### src/rtl/button_event_decoder_if.sv
// Button event bus: the debounced level goes in, the decoded event pulses
// and the held level come out.
interface button_event_decoder_if;
  logic clean;
  logic press;
  // release and repeat are reserved words, so those two pulses carry an _evt suffix
  logic release_evt;
  logic long_press;
  logic repeat_evt;
  logic single_click;
  logic double_click;
  logic held;

  modport master (
    output clean,
    input  press, release_evt, long_press, repeat_evt,
    input  single_click, double_click, held
  );

  modport slave (
    input  clean,
    output press, release_evt, long_press, repeat_evt,
    output single_click, double_click, held
  );
endinterface

### src/rtl/button_event_decoder.sv
// Turns a debounced button level into press/release, long-press, auto-repeat,
// single-click and double-click pulses, all registered.
module button_event_decoder #(
  parameter int unsigned LONG_DELAY    = 32500000,
  parameter int unsigned REPEAT_DELAY  = 6500000,
  parameter int unsigned DCLICK_WINDOW = 19500000,
  parameter int unsigned NBITS         = 26
) (
  input  logic                  clock,
  input  logic                  reset,
  button_event_decoder_if.slave bus
);

  typedef enum logic [1:0] {IDLE, HELD, LONG, WAIT2} state_t;

  localparam logic [NBITS-1:0] ONE         = NBITS'(1);
  localparam logic [NBITS-1:0] LONG_LAST   = NBITS'(LONG_DELAY - 1);
  localparam logic [NBITS-1:0] REPEAT_LAST = NBITS'(REPEAT_DELAY - 1);
  localparam logic [NBITS-1:0] DCLICK_LAST = NBITS'(DCLICK_WINDOW - 1);

  state_t           state;
  logic [NBITS-1:0] count;
  logic             second;
  logic             prev;
  logic             rise;
  logic             fall;

  assign rise = bus.clean & ~prev;
  assign fall = ~bus.clean & prev;

  // NOTE: all state and outputs live in one clocked block with non-blocking
  // assignments, so every branch reads the values from before this edge.
  always_ff @(posedge clock or posedge reset) begin
    if (reset) begin
      state            <= IDLE;
      count            <= '0;
      second           <= 1'b0;
      // Reset to "pressed" so a button held through reset needs a fresh press.
      prev             <= 1'b1;
      bus.press        <= 1'b0;
      bus.release_evt  <= 1'b0;
      bus.long_press   <= 1'b0;
      bus.repeat_evt   <= 1'b0;
      bus.single_click <= 1'b0;
      bus.double_click <= 1'b0;
      bus.held         <= 1'b0;
    end else begin
      prev             <= bus.clean;
      bus.press        <= 1'b0;
      bus.release_evt  <= 1'b0;
      bus.long_press   <= 1'b0;
      bus.repeat_evt   <= 1'b0;
      bus.single_click <= 1'b0;
      bus.double_click <= 1'b0;

      unique case (state)
        IDLE: begin
          count    <= '0;
          bus.held <= rise;
          if (rise) begin
            bus.press <= 1'b1;
            second    <= 1'b0;
            state     <= HELD;
          end
        end

        HELD: begin
          // A release on the long-press boundary still counts as a short press.
          if (fall) begin
            bus.release_evt <= 1'b1;
            bus.held        <= 1'b0;
            count           <= '0;
            state           <= second ? IDLE : WAIT2;
          end else if (count == LONG_LAST) begin
            bus.long_press <= 1'b1;
            bus.held       <= 1'b1;
            count          <= '0;
            state          <= LONG;
          end else begin
            bus.held <= 1'b1;
            count    <= count + ONE;
          end
        end

        LONG: begin
          if (fall) begin
            bus.release_evt <= 1'b1;
            bus.held        <= 1'b0;
            count           <= '0;
            state           <= IDLE;
          end else if (count == REPEAT_LAST) begin
            bus.repeat_evt <= 1'b1;
            bus.held       <= 1'b1;
            count          <= '0;
          end else begin
            bus.held <= 1'b1;
            count    <= count + ONE;
          end
        end

        WAIT2: begin
          bus.held <= rise;
          // A rise on the timeout cycle beats the single-click timeout.
          if (rise) begin
            bus.press        <= 1'b1;
            bus.double_click <= 1'b1;
            second           <= 1'b1;
            count            <= '0;
            state            <= HELD;
          end else if (count == DCLICK_LAST) begin
            bus.single_click <= 1'b1;
            count            <= '0;
            state            <= IDLE;
          end else begin
            count <= count + ONE;
          end
        end

        default: begin
          bus.held <= 1'b0;
          count    <= '0;
          state    <= IDLE;
        end
      endcase
    end
  end

endmodule

### src/flat_wrapper.sv
// flat-port wrapper written by rule: the top's interface ports become plain ports
module button_event_decoder_flat 
#(
  parameter int unsigned LONG_DELAY    = 32500000,
  parameter int unsigned REPEAT_DELAY  = 6500000,
  parameter int unsigned DCLICK_WINDOW = 19500000,
  parameter int unsigned NBITS         = 26
)
  (clock, reset, bus_clean, bus_press, bus_release_evt, bus_long_press, bus_repeat_evt, bus_single_click, bus_double_click, bus_held);
  button_event_decoder_if bus_i ();
  input  logic clock;
  input  logic reset;
  input wire logic [$bits(bus_i.clean)-1:0] bus_clean;
  output wire logic [$bits(bus_i.press)-1:0] bus_press;
  output wire logic [$bits(bus_i.release_evt)-1:0] bus_release_evt;
  output wire logic [$bits(bus_i.long_press)-1:0] bus_long_press;
  output wire logic [$bits(bus_i.repeat_evt)-1:0] bus_repeat_evt;
  output wire logic [$bits(bus_i.single_click)-1:0] bus_single_click;
  output wire logic [$bits(bus_i.double_click)-1:0] bus_double_click;
  output wire logic [$bits(bus_i.held)-1:0] bus_held;
  assign bus_i.clean = bus_clean;
  assign bus_press = bus_i.press;
  assign bus_release_evt = bus_i.release_evt;
  assign bus_long_press = bus_i.long_press;
  assign bus_repeat_evt = bus_i.repeat_evt;
  assign bus_single_click = bus_i.single_click;
  assign bus_double_click = bus_i.double_click;
  assign bus_held = bus_i.held;
  button_event_decoder #(.LONG_DELAY(LONG_DELAY), .REPEAT_DELAY(REPEAT_DELAY), .DCLICK_WINDOW(DCLICK_WINDOW), .NBITS(NBITS)) u_core (.clock(clock), .reset(reset), .bus(bus_i));
endmodule
### config.mk
export PLATFORM = sky130hd
export DESIGN_NAME = button_event_decoder_flat
export DESIGN_NICKNAME = d
export VERILOG_FILES = /design/src/rtl/button_event_decoder_if.sv /design/src/rtl/button_event_decoder.sv /design/src/flat_wrapper.sv
export SDC_FILE = /design/constraint.sdc
export NUM_CORES = 1
export LEC_CHECK = 0
export ABC_AREA = 0
export BUFFER_PORTS_ARGS = -buffer_cell sky130_fd_sc_hd__buf_4
export CORE_MARGIN = 3
export CORE_UTILIZATION = 35
export DETAILED_ROUTE_END_ITERATION = 10
export HOLD_SLACK_MARGIN = 0.06
export SLEW_MARGIN = 30
export SYNTH_ARGS = -nofsm -noshare
export SYNTH_HDL_FRONTEND = slang
export SYNTH_SLANG_ARGS = --single-unit
export TNS_END_PERCENT = 10
### constraint.sdc
create_clock -name clock -period 3.2 [get_ports clock]
set_clock_uncertainty 0.2 [all_clocks]
set_input_delay 0.32 -clock clock [delete_from_list [all_inputs] [get_ports clock]]
set_output_delay 0.32 -clock clock [all_outputs]
set_load 0.01 [all_outputs]
After elaboration in Yosys (flattened, before gate mapping)
Index checks and enable logic that the tools add are counted.
- equal/unequal tests: 11
- bitwise operators: 4
- reductions and logical operators: 6
- multiplexer cells: 34
- add/sub/neg operators: 1
- operator list (kind ; number):
    two-way mux 26 bit ; 6
    case mux 26 bit (4 select lines) ; 1
    equality test 26 x 25 -> 1 bit, second input constant ; 2
    adder 26 x 1 -> 26 bit, second input constant ; 1
    equality test 26 x 23 -> 1 bit, second input constant ; 1
    two-way mux 1 bit ; 17
    two-way mux 2 bit ; 7
    case mux 2 bit (4 select lines) ; 1
    != test 2 x 1 -> 1 bit, second input constant ; 3
    != test 3 x 1 -> 1 bit, second input constant ; 2
    equality test 2 bit, second input constant ; 2
    case mux 1 bit (2 select lines) ; 2
    AND reduction 4 bit ; 1
    OR reduction 2 bit ; 2
    AND reduction 3 bit ; 1
    bitwise AND 1 bit ; 2
    equality test 2 x 1 -> 1 bit, second input constant ; 1
    logical NOT 2 bit ; 1
    inverter 1 bit ; 2
    nonzero test 2 bit ; 1
- input bits: 3
- bits in registers: 37
- output and inout bits: 7

Depth between registers and ports, before layout
- depth after elaboration: 4
- gate-level depth with buffers: 8
- mapped depth without buffers: 6

Worst setup path after synthesis
OpenSTA, ideal clock, no wires.
- kind: reg2reg
- start point: reg u_core.count[0]
- end point: reg u_core.state[1]
- slack: 1.097 ns
- data required time: 2.875 ns
- arrival time: 1.778 ns
- buffers on the path: 1
- cell stages (with the launch flop): 8
- setup time: 0.125 ns
- cells stage by stage: dfrtp_1 ha_1 and3_1 buf_2 and4_1 a41oi_2 nor3_2 mux2_2
- word-level cells in the longest chain between the ends: 3
- ends and longest elaborated chain (item ; line ; text):
    from (decl) ; button_event_decoder.sv:22 ; logic [NBITS-1:0] count;
    from (signal assigned) ; button_event_decoder.sv:81 ; count <= count + ONE;
    from (signal assigned) ; button_event_decoder.sv:97 ; count <= count + ONE;
    from (signal assigned) ; button_event_decoder.sv:115 ; count <= count + ONE;
    equality test 26 x 25 -> 1 bit (on tied branches) ; button_event_decoder.sv:110, button_event_decoder.sv:74 ;
    != test 3 x 1 -> 1 bit (no source line) ; -- ;
    AND reduction 4 bit (no source line) (*) ; -- ;
    to (signal assigned) ; button_event_decoder.sv:73 ; state <= second ? IDLE : WAIT2;
    to (decl) ; button_event_decoder.sv:21 ; state_t state;
Every way passes the cells marked *; elsewhere a longest branch is shown, timed or not.
A chain may end at the register's enable or synchronous reset.

Worst setup path in the final report
- start point: reg u_core.count[0]
- end point: reg u_core.count[24]
- word-level cells in the longest chain between the ends: 4
- ends and longest elaborated chain (item ; line ; text):
    adder 26 x 1 -> 26 bit (tied with other cells) ; button_event_decoder.sv:81, button_event_decoder.sv:97, button_event_decoder.sv:115 ;
    two-way mux 26 bit (on tied branches) ; button_event_decoder.sv:110, button_event_decoder.sv:74, button_event_decoder.sv:91 ;
    two-way mux 26 bit (on tied branches) ; button_event_decoder.sv:104, button_event_decoder.sv:86, button_event_decoder.sv:69 ;
    case mux 26 bit (4 select lines) (*) ; button_event_decoder.sv:56 ; unique case (state)
Marks and branches as above.

==> flow_summary.toml <==
[run_status]
status = "finished clean"

[synth]
synth-edff-count = 0
synthesis.area_um2 = 1958
synth_flop_cell = "dfrtp_1"
ys_seq_elements = 37
synth_top_area_cell = "dfrtp_1"
netlist_instances = 195
synth_xor_area_frac = 0.1073
yosysWarnings = 0
ys_types = 39
avgSynthCellArea_um2 = 10.04
syn-num-nets = 204
synth.area.top_cells = "dfrtp_1 46%, xnor2_1 7.6%, nor2_1 6.9%"
synth_compound_area_frac = 0.04026
synth_mux_area_frac = 0.01086
synth_top_family_by_area = "simple AND/OR/NAND/NOR gates"
yosys.area_share.simple = 0.2927
synth.top_cell.area_share = 0.4601
ys_seq_area_frac = 0.4735
synth_fa_ha_area_frac = 0.03834
ys_async_sr_fraction = 1.000
synth.top_cells.by_count = "36 x dfrtp_1, 36 x nor2_1, 17 x xnor2_1"

[clock_tree]
cts_tree = "built"
clk_path_buf_depth = 2
cts-root-buf = "clkbuf_8"
htree_levels = 2
cts_resized = 0
numCtsBuffers = 5
clkSlewWorstSetupHoldPaths_ns = 0.07
clock-sinks = 37
clk_latency_ns = 0.29

[worst_setup_path]
worstSetupPathType = "reg2reg"
critPathLaunchType = "flip-flop"
crit_chain = "ha_1 -> and3_1 -> and4_1 -> a41oi_2 -> o31ai_4 -> buf_12 -> nor2_1"
cp_slowest_cell = "o31ai_4"
cp.required_ns = 3.17
critPathLaunch = "u_core.count[0]"
slowest_delay_ns = 0.53
cp_max_fo = 17
crit_family = "compound AO/OA/AOI/OAI gates"
cp.arrival_ns = 2.42
cp_num_buf_inv = 1
critPathCaptureType = "flip-flop"
rr_startpoint = "u_core.count[0]"

[routing]
routedWlPerCell_um = 13.61
drtAntennaViolNets = 0
drtIter0Drc = 95
drt_first_pass_iters = 4
num_vias = 1385
routed_wl_mm = 3.839
drc = 0
viasPerCell = 4.911

[hold_path]
min_from = "u_core.count[0]"
hp-class = "reg2reg"

[sta]
clock.fmax_mhz = 409.0
slew_violations = 0
tightest_slew_ns = 0.6685
setup_violations = 0
fin_setup_tns_ns = 0
period_minus_slack_ns = 2.445
relSlewSlack = 0.5538
hold_viol = 0
finalCritPeriodShare = 0.7641
whs_ns = 0.2877
rsz0062_at_grt = "false"

[place]
portBuffers = 9
place_congestion = 0.8159
dp_hpwl_mm = 2.745
dp.cells = 272
placed_area_um2 = 2102

[layout]
largestRegisters = "u_core.count: 26 flops, u_core.state: 2 flops"
fin_nets = 220
area_growth_syn_to_layout_pct = 12.97
n_antenna_cell = 0
multi_input_area_um2 = 958.4
fin_area_um2 = 2212
final_cells = 282
final_layout_size_suffix_gt1_frac = 0.1226
largest_reg_flops = 26
largest-register = "u_core.count"
seq_area_um2 = 927.1
fillerInstances = 545

[power_and_ir_drop]
ir_drop_mv = 0.2453
leakagePower_nw = 0.9326
powerDensity_nw_per_um2 = 545.1

[die]
row_count = 26
core_um2 = 5270
fp.dieArea_um2 = 6528
io_pins = 10
dieHeight_um = 80.80
start_util = 0.3716
die_x_um = 80.80

[global_route]
grt_usage = 0.1378
grt_pass1_wl_mm = 6.858
grt_pass1_vias = 1377
antenna_found_initial = 0
grt_max_degree = 20
overflow = 0

[flow_run]
max-cap-violations = 0
==> worst paths after layout <==
check	endpoint	slack, ns	cells past startpoint
max	u_core.count[24]	0.75	7
min	u_core.count[0]	0.29	1
max reg2reg	u_core.count[24]	0.75	7
min reg2reg	u_core.count[0]	0.29	1
max in group asynchronous	u_core.prev	1.53	4
min in group asynchronous	u_core.bus.press	0.49	3
==> metal layers <==
metal / vias to the layer above / global-route usage / routed length [um]
met3: 7 / 0.03437 / 139
li1: 702 / - / -
met4: 0 / 0.05574 / 72
met1: 657 / 0.1973 / 1999
met5: - / 0 / 0
met2: 19 / 0.1987 / 1627
==> logic make-up after synthesis <==
kind of cell,Yosys count
adder cells (fa/ha/maj),6
buffers and inverters,13
AO/OA/AOI/OAI,8
flip-flops,37
XOR/XNOR,24
AND/OR/NAND/NOR,105
multiplexers,2
==> final cells by class <==
type                    count  area share
repair buffers             13     0.05204
inverters                   9     0.01527
clock buffers               8     0.04072
multi-input cells         145      0.4333
flip-flops and latches     37      0.4191
well taps                  70     0.03959
==> repair_timing <==
item                                   4_1_cts  5_1_grt
setup buffers                                0        0
hold buffers                                 2        0
endpoints found under the hold margin       19        0
==> power by group <==
part	total, W	switching (W)	internal (W)	leakage (nW)
Clock	0.000331	0.000156	0.000176	0.0455
Sequential	0.000528	0.0000220	0.000506	0.505
Combinational	0.000347	0.000200	0.000147	0.382
==> metrics by stage <==
stage	util	setup slack (ns)	total power, W
floorplan	-	1.097	0.0007971
global placement	0.3989	0.8553	0.0008791
detailed placement	0.3989	0.7921	0.0008837
CTS	0.4198	0.7569	0.001221
global route	0.4198	0.5912	0.001291
finish	0.4198	0.7549	0.001206
==> cells in the final DEF, fill, tap and decap left out, types with 2 or more instances in the layout <==
| cell type | netlist | layout |
|---|---|---|
| nor2_1 | 36 | 36 |
| dfrtp_1 | 36 | 36 |
| xnor2_1 | 17 | 17 |
| nand3_1 | 12 | 12 |
| nand2_1 | 11 | 11 |
| buf_4 | 0 | 10 |
| inv_1 | 9 | 9 |
| nor3_1 | 8 | 8 |
| xor2_1 | 7 | 7 |
| and3_1 | 6 | 6 |
| ha_1 | 6 | 6 |
| clkbuf_8 | 0 | 6 |
| nand4_1 | 5 | 5 |
| and4_1 | 5 | 5 |
| nor4_1 | 4 | 4 |
| and2_1 | 3 | 3 |
| nor4bb_1 | 2 | 2 |
| nand2b_1 | 2 | 2 |
| a21oi_1 | 2 | 2 |
| clkbuf_1 | 0 | 2 |
| dlygate4sd3_1 | 0 | 2 |
Note: power is estimated with default switching activity, not from simulation.
